[config.mk]
export PLATFORM = sky130hd
export DESIGN_NAME = lsb_extract
export DESIGN_NICKNAME = d
export VERILOG_FILES = /design/src/rtl/lsb_extract.sv
export SDC_FILE = /design/constraint.sdc
export NUM_CORES = 1
export LEC_CHECK = 0
export CELL_PAD_IN_SITES_DETAIL_PLACEMENT = 1
export CELL_PAD_IN_SITES_GLOBAL_PLACEMENT = 1
export CORE_MARGIN = 2
export CORE_UTILIZATION = 34
export CTS_CLUSTER_DIAMETER = 60
export DETAILED_ROUTE_END_ITERATION = 10
export GPL_TIMING_DRIVEN = 0
export PLACE_DENSITY = 0.73
export SETUP_SLACK_MARGIN = 0.4
export SLEW_MARGIN = 10
export SYNTH_ARGS = -nofsm -noshare
export SYNTH_HDL_FRONTEND = slang
export SYNTH_SLANG_ARGS = --single-unit
[constraint.sdc]
create_clock -name clk -period 1.7 [get_ports clk]
set_clock_uncertainty 0.05 [all_clocks]
set_input_delay 0.34 -clock clk [delete_from_list [all_inputs] [get_ports clk]]
set_output_delay 0.34 -clock clk [all_outputs]
set_load 0.005 [all_outputs]
[src/rtl/lsb_extract.sv]
// LSB steganography recovery stage: packs bit 0 of each accepted pixel byte
// MSB-first into message bytes and streams them out over valid/ready.
//
// Ports:
//   clk, reset      rising-edge clock, asynchronous active-low reset
//   start           one-cycle pulse, begins a run (honoured only when idle)
//   pix_valid/ready pixel-byte handshake; pix_byte carries the stego byte
//   msg_valid/ready message-byte handshake; msg_byte, msg_last qualify it
//   busy            high whenever a run is in progress (not idle)
//   done            one-cycle pulse after the final byte is taken
//   byte_count      bytes emitted in the current/last run
module lsb_extract #(
    parameter int MAX_BYTES = 130,
    parameter int CW        = $clog2(MAX_BYTES + 1)
) (
    input  logic          clk,
    input  logic          reset,
    input  logic          start,
    input  logic          pix_valid,
    output logic          pix_ready,
    input  logic [7:0]    pix_byte,
    output logic          msg_valid,
    input  logic          msg_ready,
    output logic [7:0]    msg_byte,
    output logic          msg_last,
    output logic          busy,
    output logic          done,
    output logic [CW-1:0] byte_count
);

    typedef enum logic [1:0] {
        S_IDLE,
        S_COLLECT,
        S_EMIT,
        S_DONE
    } state_t;

    state_t        state_q, state_d;
    logic [7:0]    shift_q, shift_d;
    logic [2:0]    bit_cnt_q, bit_cnt_d;
    logic [7:0]    msg_byte_q, msg_byte_d;
    logic          msg_last_q, msg_last_d;
    logic [CW-1:0] cnt_q, cnt_d;
    logic          pix_ready_q;
    logic          msg_valid_q;
    logic          busy_q;
    logic          done_q;

    logic [7:0]    shift_nx;
    logic          cnt_at_max;
    logic          unused_px;

    // Only the LSB of each channel byte carries payload.
    assign unused_px  = ^pix_byte[7:1];
    assign shift_nx   = {shift_q[6:0], pix_byte[0]};
    assign cnt_at_max = (cnt_q == CW'(MAX_BYTES - 1));

    always_comb begin
        state_d    = state_q;
        shift_d    = shift_q;
        bit_cnt_d  = bit_cnt_q;
        msg_byte_d = msg_byte_q;
        msg_last_d = msg_last_q;
        cnt_d      = cnt_q;
        unique case (state_q)
            S_IDLE: begin
                if (start) begin
                    shift_d   = '0;
                    bit_cnt_d = '0;
                    cnt_d     = '0;
                    state_d   = S_COLLECT;
                end
            end
            S_COLLECT: begin
                if (pix_valid && pix_ready_q) begin
                    shift_d   = shift_nx;
                    // 3-bit counter wraps to 0 on the 8th bit.
                    bit_cnt_d = bit_cnt_q + 3'd1;
                    if (bit_cnt_q == 3'd7) begin
                        msg_byte_d = shift_nx;
                        // Decided at load time so msg_last is a flop,
                        // stable for the whole emit phase.
                        msg_last_d = (shift_nx == 8'h00) | cnt_at_max;
                        state_d    = S_EMIT;
                    end
                end
            end
            S_EMIT: begin
                if (msg_ready) begin
                    cnt_d      = cnt_q + CW'(1);
                    msg_last_d = 1'b0;
                    state_d    = msg_last_q ? S_DONE : S_COLLECT;
                end
            end
            S_DONE: begin
                state_d = S_IDLE;
            end
            default: begin
                state_d = S_IDLE;
            end
        endcase
    end

    // Status outputs are registered from the next state so that no
    // input reaches an output combinationally.
    always_ff @(posedge clk or negedge reset) begin
        if (!reset) begin
            state_q     <= S_IDLE;
            shift_q     <= '0;
            bit_cnt_q   <= '0;
            msg_byte_q  <= '0;
            msg_last_q  <= 1'b0;
            cnt_q       <= '0;
            pix_ready_q <= 1'b0;
            msg_valid_q <= 1'b0;
            busy_q      <= 1'b0;
            done_q      <= 1'b0;
        end else begin
            state_q     <= state_d;
            shift_q     <= shift_d;
            bit_cnt_q   <= bit_cnt_d;
            msg_byte_q  <= msg_byte_d;
            msg_last_q  <= msg_last_d;
            cnt_q       <= cnt_d;
            pix_ready_q <= (state_d == S_COLLECT);
            msg_valid_q <= (state_d == S_EMIT);
            busy_q      <= (state_d != S_IDLE);
            done_q      <= (state_d == S_DONE);
        end
    end

    assign pix_ready  = pix_ready_q;
    assign msg_valid  = msg_valid_q;
    assign msg_byte   = msg_byte_q;
    assign msg_last   = msg_last_q;
    assign busy       = busy_q;
    assign done       = done_q;
    assign byte_count = cnt_q;

endmodule

==> results of run 1 <==
-- cell usage after synthesis (all sizes together) (2+ instances only) --
library cell	n	area [um2]
mux2i	3	30.0
clkbuf	2	7.51
or3	2	12.5
a22o	7	61.3
nor2	6	27.5
nand3	3	15.0
a32o	2	20.0
o21ai	5	25.0
nand4b	2	17.5
nor4	3	18.8
nand2	7	26.3
o22ai	2	12.5
a21oi	4	20.0
mux2	9	101
inv	4	15.0
dfrtp	33	826
nand2b	3	18.8
nor3	2	10.0
ha	4	50.1
-- flip-flops by register name (all words and copies together) (netlist names) --
register	cells
pix_ready	1
msg_last	1
byte_count	8
msg_byte	8
done	1
shift_q	7
state_q	2
msg_valid	1
bit_cnt_q	3
busy	1
-- stage by stage --
step / instance area (um2) / hold slack [ns] / std cells
CTS: 2310 / 0.0908 / 233
global placement: 1850 / 0.441 / 195
finish: 2420 / 0.0615 / 246
detailed placement: 1840 / 0.403 / 195
global route: 2420 / 0.115 / 246
floorplan: 1520 / -0.00559 / 119
-- timing repair --
action / CTS / global route
cloned: 1 / 1
pin swaps: 10 / 9
setup buffers: 30 / 12
gates resized for setup: 75 / 28
hold endpoints to repair: 0 / 0
setup endpoints to repair: 52 / 41
-- cells by family after synthesis --
| group | after synthesis | share of synthesized area |
|---|---|---|
| AO/OA/AOI/OAI | 26 | 0.130 |
| adder cells (fa/ha/maj) | 4 | 0.0346 |
| XOR/XNOR | 1 | 0.00606 |
| AND/OR/NAND/NOR | 36 | 0.148 |
| flip-flops | 33 | 0.571 |
| multiplexers | 12 | 0.0909 |
| buffers and inverters | 7 | 0.0190 |
-- worst register-to-register path, cell delays in order (launching register included) --
cell and delay [ns]:
dfrtp_1 0.41, buf_6 0.12, buf_8 0.12, nand3b_1 0.17, buf_4 0.19, o21ai_0 0.31
a21oi_2 0.11
-- layout by cell type, fill, tap and decap left out, types with 3 or more instances in the layout --
cell,count
a22o_1,7
buf_4,32
buf_6,10
clkbuf_2,8
clkbuf_8,6
clkdlybuf4s15_1,13
dfrtp_1,30
dfrtp_2,3
inv_1,3
mux2_4,8
nand2_1,6
nand2b_1,3
nor2_1,3
nor2_4,3
-- worst paths after layout --
| path | endpoint | slack [ns] | cells past startpoint |
|---|---|---|---|
| hold reg to reg | msg_byte[0] | 0.46 | 1 |
| setup reg to reg | byte_count[3] | 0.10 | 6 |
| hold / removal | byte_count[4] | 0.06 | 1 |
| setup / recovery | byte_count[3] | 0.10 | 6 |
| max in group asynchronous | state_q[0] | 1.01 | 1 |
| min in group clk | msg_byte[0] | 0.46 | 1 |
-- area by class of cell --
cell class,count,share of cell area
tap,50,0.0259
clock buffer,7,0.0357
multi-input combinational,80,0.325
inverter,4,0.00620
buffer,3,0.0155
timing repair buffer,69,0.249
sequential,33,0.343
-- metal layers --
layer	vias up	wire length, um	share of wire
li1	596	-	-
met1	677	2010	0.41
met2	34	2670	0.54
met3	10	148	0.030
met4	0	90	0.018
met5	-	0	0
-- power breakdown --
part / leakage, nW / switching, mW / internal, mW
sequential: 0.430 / 0.193 / 0.993
clock: 0.0443 / 0.287 / 0.321
combinational: 0.630 / 0.488 / 0.683
==> flow_metrics.py, run 1 <==
metrics = {
    "synth": {
        "ys_seq_elements": 33,
        "async_reset_ff_frac": 1.00,
        "syn_inst": 119,
        "ys_seq_area_frac": 0.571,
        "syn_nets": 136,
        "syn_area_per_cell_um2": 12.1,
        "synth_flop_cell": "dfrtp_1",
        "syn_area_um2": 1450,
        "yosys_warnings": 0,
        "synth_edf_count": 0,
        "synth.distinct_cells": 36,
    },
    "global_routing": {
        "grt.total_usage": 0.201,
        "grt_overflow": 0,
        "antenna_found_initial": 0,
        "grt_util_met3": 0.0523,
        "grt_max_degree": 34,
        "busiest_layer": "met2",
        "grtUsageMet2": 0.355,
        "grt_pass1_vias": 1401,
        "met1_usage": 0.234,
        "grt_pass1_wl_um": 7430,
    },
    "flow_run": {
        "cap_violations": 0,
    },
    "place": {
        "place_hpwl_um": 2550,
        "io_buffers": 26,
        "dp_slack_ns": -0.209,
        "gp_congestion": 0.737,
    },
    "clock_network": {
        "clk_latency_ns": 0.29,
        "h-tree-depth": 2,
        "cts_num_sinks": 33,
        "cts_tree": "built",
        "clockBufferDepth": 2,
        "cts_buffers": 5,
        "root_buffer": "clkbuf_8",
        "cts_hold_buf": 0,
        "clkSlewWorstSetupHoldPaths_ns": 0.07,
    },
    "timing": {
        "fmaxAchievable_mhz": 627,
        "rsz0062_at_grt": "yes",
        "setup_viol": 0,
        "fin_tns_setup_ns": 0,
        "finalMaxSlewViolations": 0,
        "hold_viol_final": 0,
        "setup_slack_ns": 0.105,
        "min_period_ns": 1.60,
        "period_share": 0.938,
        "slew_headroom": 0.498,
        "worst_pin_slew_ns": 0.753,
    },
    "critical_path": {
        "rr_startpoint": "state_q[1]",
        "start_kind": "flip-flop",
        "crit_required_ns": 1.82,
        "crit_start": "state_q[1]",
        "path_max_fanout": 7,
        "critPathBufInv": 3,
        "crit_slowest_cell": "dfrtp_1",
        "path_class": "flip-flop to flip-flop",
        "path_delay_family": "buffers and inverters",
        "crit_path_end_kind": "flip-flop",
        "crit_chain": "buf_6, buf_8, nand3b_1, buf_4, o21ai_0, a21oi_2",
        "crit_arrival_ns": 1.71,
        "crit_path_max_incr_delay_ns": 0.41,
    },
    "cells_and_area": {
        "nets": 213,
        "ff_latch_area_um2": 830,
        "area_delta_synth_final_pct": 67.4,
        "multi_input_area_um2": 786,
        "utilization": 0.596,
        "fill_cells": 415,
        "drive_gt1_frac": 0.505,
        "diodes": 0,
    },
    "routing": {
        "viasPerCell": 5.35,
        "first_iter_violations": 47,
        "dr.pass1.iters": 4,
        "via_count": 1317,
        "ant_nets": 0,
        "routed_wl_um": 4920,
        "routedWlPerCell_um": 20.0,
        "route.detailed.drc": 0,
    },
    "min_path": {
        "hold_class": "primary input to async pin",
    },
    "floorplanning": {
        "coreArea_um2": 4060,
        "initial_core_util": 0.356,
        "die_x_um": 69.2,
        "rows": 23,
        "fp.dieArea_um2": 4790,
        "fp.dieH_um": 69.2,
        "pin_count": 34,
    },
    "pwr": {
        "finalPower_mw": 2.97,
        "peakVddDrop_v": 0.000752,
        "powerDensity_nw_per_um2": 1230,
        "p_leak_nw": 1.10,
    },
    "status": {
        "outcome": "completed",
    },
}
Note: power is estimated with default switching activity, not from simulation.
==> run 2, diff against run 1 <==
--- a/config.mk
+++ b/config.mk
@@ -7,6 +7,7 @@
 export LEC_CHECK = 0
 export CELL_PAD_IN_SITES_DETAIL_PLACEMENT = 1
 export CELL_PAD_IN_SITES_GLOBAL_PLACEMENT = 1
+export CORE_ASPECT_RATIO = 1.2
 export CORE_MARGIN = 2
 export CORE_UTILIZATION = 34
 export CTS_CLUSTER_DIAMETER = 60
==> run 2 against run 1 <==
Combinational power decreased by 13%. Routed wire length decreased by 10%. Fmax increased by 5.0%. Die area about the same. Power increased by 2.8%. Clock power increased by 43%. Sequential power about the same. Register-to-register slack improved by 0.08 ns. Sequential share of layout area increased by 2.0 points. Global-route usage decreased by 0.68 points. Final area decreased by 5.3%. Largest power group unchanged. Worst setup slack improved by 0.076 ns.
==> flow_metrics.py, run 2 (synthesized netlist as in run 1, its figures left out) <==
metrics = {
    "critical_path": {
        "reg2reg_to": "msg_byte[3]",
        "start_kind": "flip-flop",
        "crit_path_max_incr_delay_ns": 0.37,
        "path_max_fanout": 9,
        "crit_end": "msg_byte[3]",
        "worst-r2r-cell-count": 6,
        "crit_arrival_ns": 1.64,
        "crit_start": "bit_cnt_q[0]",
        "crit_chain": "ha_2, ha_4, nand3_4, nor2_4, buf_12, mux2_2",
        "crit_slowest_cell": "dfrtp_1",
        "path_class": "flip-flop to flip-flop",
        "crit_required_ns": 1.82,
        "r2r_slack_ns": 0.18,
        "rr_startpoint": "bit_cnt_q[0]",
        "crit_path_end_kind": "flip-flop",
    },
    "floorplanning": {
        "initial_core_util": 0.361,
        "fp.dieArea_um2": 4790,
        "fp.dieH_um": 75.4,
        "die_x_um": 63.5,
        "coreArea_um2": 4000,
        "rows": 25,
        "pin_count": 34,
    },
    "pwr": {
        "finalPower_mw": 3.05,
        "peakVddDrop_v": 0.000765,
        "p_leak_nw": 1.04,
        "powerDensity_nw_per_um2": 1330,
    },
    "timing": {
        "setup_slack_ns": 0.181,
        "setup_viol": 0,
        "timing.hold.ws_ns": 0.0718,
        "period_share": 0.894,
        "fmaxAchievable_mhz": 658,
        "rsz0062_at_grt": "yes",
        "hold_viol_final": 0,
        "slew_headroom": 0.498,
        "fin_tns_setup_ns": 0,
        "min_period_ns": 1.52,
        "finalMaxSlewViolations": 0,
        "worst_pin_slew_ns": 0.753,
    },
    "place": {
        "io_buffers": 26,
        "place_hpwl_um": 2550,
        "dp.cells": 199,
        "gp_congestion": 0.798,
        "placed_area_um2": 1850,
        "dp_slack_ns": -0.228,
    },
    "routing": {
        "routedWlPerCell_um": 18.6,
        "viasPerCell": 5.30,
        "routed_wl_um": 4410,
        "first_iter_violations": 32,
        "via_count": 1257,
        "ant_nets": 0,
        "route.detailed.drc": 0,
        "dr.pass1.iters": 4,
    },
    "cells_and_area": {
        "utilization": 0.573,
        "nets": 199,
        "mostFrequentLayoutCells": "29 x dfrtp_1, 22 x buf_4, 13 x clkdlybuf4s15_1",
        "drive_gt1_frac": 0.443,
        "final_common_cell": "dfrtp_1",
        "area_delta_synth_final_pct": 58.6,
        "final_cells": 237,
        "fin_area_um2": 2290,
        "diodes": 0,
    },
    "global_routing": {
        "grt_max_degree": 34,
        "grt_overflow": 0,
        "busiest_layer": "met2",
        "grtUsageMet2": 0.371,
        "grt_pass1_vias": 1393,
        "antenna_found_initial": 0,
        "grt_pass1_wl_um": 6940,
        "met1_usage": 0.204,
        "grt_util_met3": 0.0473,
        "grt.total_usage": 0.194,
    },
    "clock_network": {
        "clk_latency_ns": 0.28,
        "clockBufferDepth": 2,
        "cts_buffers": 5,
        "root_buffer": "clkbuf_8",
        "cts_num_sinks": 33,
        "cts_hold_buf": 0,
        "cts_tree": "built",
        "h-tree-depth": 2,
        "clkSlewWorstSetupHoldPaths_ns": 0.07,
    },
    "flow_run": {
        "cap_violations": 0,
    },
    "min_path": {
        "hold_class": "primary input to async pin",
    },
    "status": {
        "outcome": "completed",
    },
}
==> run 2: worst min path at each step <==
stage / start / endpoint / slack (ns)
floorplan: reset / bit_cnt_q[0] / -0.006
global placement: msg_byte[0] / msg_byte[0] / 0.44
detailed placement: reset / busy / 0.40
CTS: reset / msg_byte[4] / 0.08
global route: reset / busy / 0.13
finish: reset / busy / 0.07
==> run 2: power by group <==
part	internal [mW]	switching, mW	leakage [nW]	total (mW)
combinational	0.568	0.448	0.544	1.02
clock	0.582	0.286	0.0681	0.868
sequential	0.994	0.170	0.429	1.16
==> run 2: final cells by class <==
cell class                 count  area, um2
buffer                         3       33.8
clock buffer                   5       68.8
clock inverter                 3       65.1
fill                         445       1710
inverter                       4       15.0
multi-input combinational     80        727
sequential                    33        831
tap                           54       67.6
timing repair buffer          55        484
==> run 2: timing repair <==
item                       4_1_cts  5_1_grt
setup endpoints to repair       52       37
setup buffers                   22        6
pin swaps                       10        5
cloned                           1        1
resized for setup               64       23
==> run 2: routing by layer <==
layer	wire, um	vias up	share of wire
li1	-	574	-
met1	1650	647	0.37
met2	2520	28	0.57
met5	0	-	0
met4	103	0	0.023
met3	132	8	0.030
==> run 2: worst max-delay path: cells and delay by family, from the launching register on <==
kind / cells / cell delay (ns)
multiplexers: 1 / 0.33
flip-flops: 1 / 0.37
buffers and inverters: 1 / 0.14
AND/OR/NAND/NOR: 2 / 0.19
adder cells (fa/ha/maj): 2 / 0.33
==> run 3, diff against run 2 <==
--- a/config.mk
+++ b/config.mk
@@ -14,7 +14,7 @@
 export DETAILED_ROUTE_END_ITERATION = 10
 export GPL_TIMING_DRIVEN = 0
 export PLACE_DENSITY = 0.73
-export SETUP_SLACK_MARGIN = 0.4
+export SETUP_SLACK_MARGIN = 0.5
 export SLEW_MARGIN = 10
 export SYNTH_ARGS = -nofsm -noshare
 export SYNTH_HDL_FRONTEND = slang
==> run 3 against run 2 <==
Clock power down 30%. Worst hold slack lost 0.013 ns. Routed wire length is 8.6% higher. Die area unchanged. Final area is 1.3% higher. Sequential share of layout area decreased by 0.45 points. Global-route usage about the same. Sequential cell count did not move. Via count rose by 3.9%. Final cell count increased by 2.5%.
==> flow_metrics.py, run 3 (synthesized netlist as in run 1, its figures left out) <==
metrics = {
    "routing": {
        "viasPerCell": 5.37,
        "routedWlPerCell_um": 19.7,
        "routed_wl_um": 4790,
        "ant_nets": 0,
        "first_iter_violations": 43,
        "dr.pass1.iters": 4,
        "route.detailed.drc": 0,
        "via_count": 1306,
    },
    "clock_network": {
        "cts_num_sinks": 33,
        "cts_tree": "built",
        "cts_buffers": 5,
        "clk_latency_ns": 0.29,
        "clkSlewWorstSetupHoldPaths_ns": 0.07,
        "h-tree-depth": 2,
        "root_buffer": "clkbuf_8",
        "clockBufferDepth": 2,
        "cts_hold_buf": 0,
    },
    "floorplanning": {
        "coreArea_um2": 4000,
        "fp.dieH_um": 75.4,
        "fp.dieArea_um2": 4790,
        "die_x_um": 63.5,
        "initial_core_util": 0.361,
        "pin_count": 34,
        "rows": 25,
    },
    "cells_and_area": {
        "area_delta_synth_final_pct": 60.6,
        "drive_gt1_frac": 0.561,
        "mostFrequentLayoutCells": "29 x dfrtp_1, 21 x buf_4, 18 x buf_2",
        "final_common_cell": "dfrtp_1",
        "diodes": 0,
        "nets": 206,
    },
    "pwr": {
        "peakVddDrop_v": 0.000600,
        "powerDensity_nw_per_um2": 1220,
        "p_leak_nw": 1.08,
    },
    "place": {
        "gp_congestion": 0.784,
        "place_hpwl_um": 2450,
        "io_buffers": 26,
    },
    "global_routing": {
        "grt_pass1_wl_um": 7090,
        "grt.total_usage": 0.194,
        "grt_max_degree": 34,
        "grt_pass1_vias": 1456,
        "grt_overflow": 0,
        "antenna_found_initial": 0,
    },
    "timing": {
        "setup_viol": 0,
        "worst_pin_slew_ns": 0.761,
        "fin_tns_setup_ns": 0,
        "slew_headroom": 0.492,
        "timing.hold.ws_ns": 0.0590,
        "finalMaxSlewViolations": 0,
        "hold_viol_final": 0,
        "fmaxAchievable_mhz": 649,
        "period_share": 0.906,
        "rsz0062_at_grt": "yes",
        "min_period_ns": 1.54,
    },
    "critical_path": {
        "reg2reg_to": "byte_count[6]",
        "crit_arrival_ns": 1.65,
        "crit_required_ns": 1.81,
        "path_max_fanout": 5,
        "r2r_slack_ns": 0.16,
        "start_kind": "flip-flop",
        "path_class": "flip-flop to flip-flop",
        "worst-r2r-cell-count": 4,
        "crit_path_end_kind": "flip-flop",
        "rr_startpoint": "state_q[1]",
    },
    "status": {
        "outcome": "completed",
    },
    "min_path": {
        "hold_class": "primary input to async pin",
    },
    "flow_run": {
        "cap_violations": 0,
    },
}
run 3: cell types whose count changed in the layout (fill, tap and decap cells not counted), sizes merged:
cell           before  now
clkinv              1    0
clkdlybuf4s15      13    2
clkbuf             10   11
bufinv              2    0
buf                36   55
run 3: routing by layer:
metal | vias up | wire length, um | GRT usage
li1 | 586 | - | -
met1 | 680 | 1810 | 0.208
met2 | 31 | 2750 | 0.372
met3 | 9 | 141 | 0.0414
met4 | 0 | 81 | 0.0845
met5 | - | 0 | 0
run 3: repair_timing:
item                                    4_1_cts  5_1_grt
buffers inserted                             27        7
endpoints found under the setup margin       51       45
pin swaps                                     8        8
cloned                                        3        0
gates resized for setup                     106       16
run 3: power by group:
group	switching, mW	total [mW]	internal (mW)
clock network	0.285	0.607	0.321
logic	0.476	1.07	0.590
registers	0.166	1.16	0.993
total	0.927	2.83	1.90
run 3: worst max path at each step:
stage | from | to | slack [ns] | depth (start not counted)
2_1_floorplan | bit_cnt_q[0] | msg_byte[0] | 0.20 | 5
3_3_place_gp | reset | msg_byte[2] | -0.47 | 1
3_5_place_dp | msg_ready | byte_count[6] | -0.21 | 4
4_1_cts | byte_count[2] | byte_count[2] | 0.17 | 1
5_1_grt | bit_cnt_q[0] | msg_byte[5] | 0.14 | 6
6_report | state_q[1] | byte_count[6] | 0.16 | 4
run 3: critical path: stages, from the launching register on:
cell     delay, ns
dfrtp_2       0.46
mux2i_4       0.24
buf_12        0.16
o31ai_1       0.39
a21oi_2       0.11
run 3: per-stage QoR:
step	total power, mW	std cells	utilization	area [um2]	setup slack [ns]
finish	2.83	243	0.580	2320	0.160
CTS	2.72	236	0.549	2200	0.172
floorplan	1.63	119	-	1550	0.202
detailed placement	2.01	199	0.467	1870	-0.212
global placement	1.95	199	0.468	1880	-0.466
global route	2.97	243	0.580	2320	0.137
run 3: final cells by class:
type                    instances  area (um2)
multi-input cells              80         772
fillers                       445        1680
flip-flops and latches         33         831
well taps                      54        67.6
clock buffers                   7        86.3
repair buffers                 62         510
plain buffers                   3        38.8
inverters                       4        15.0
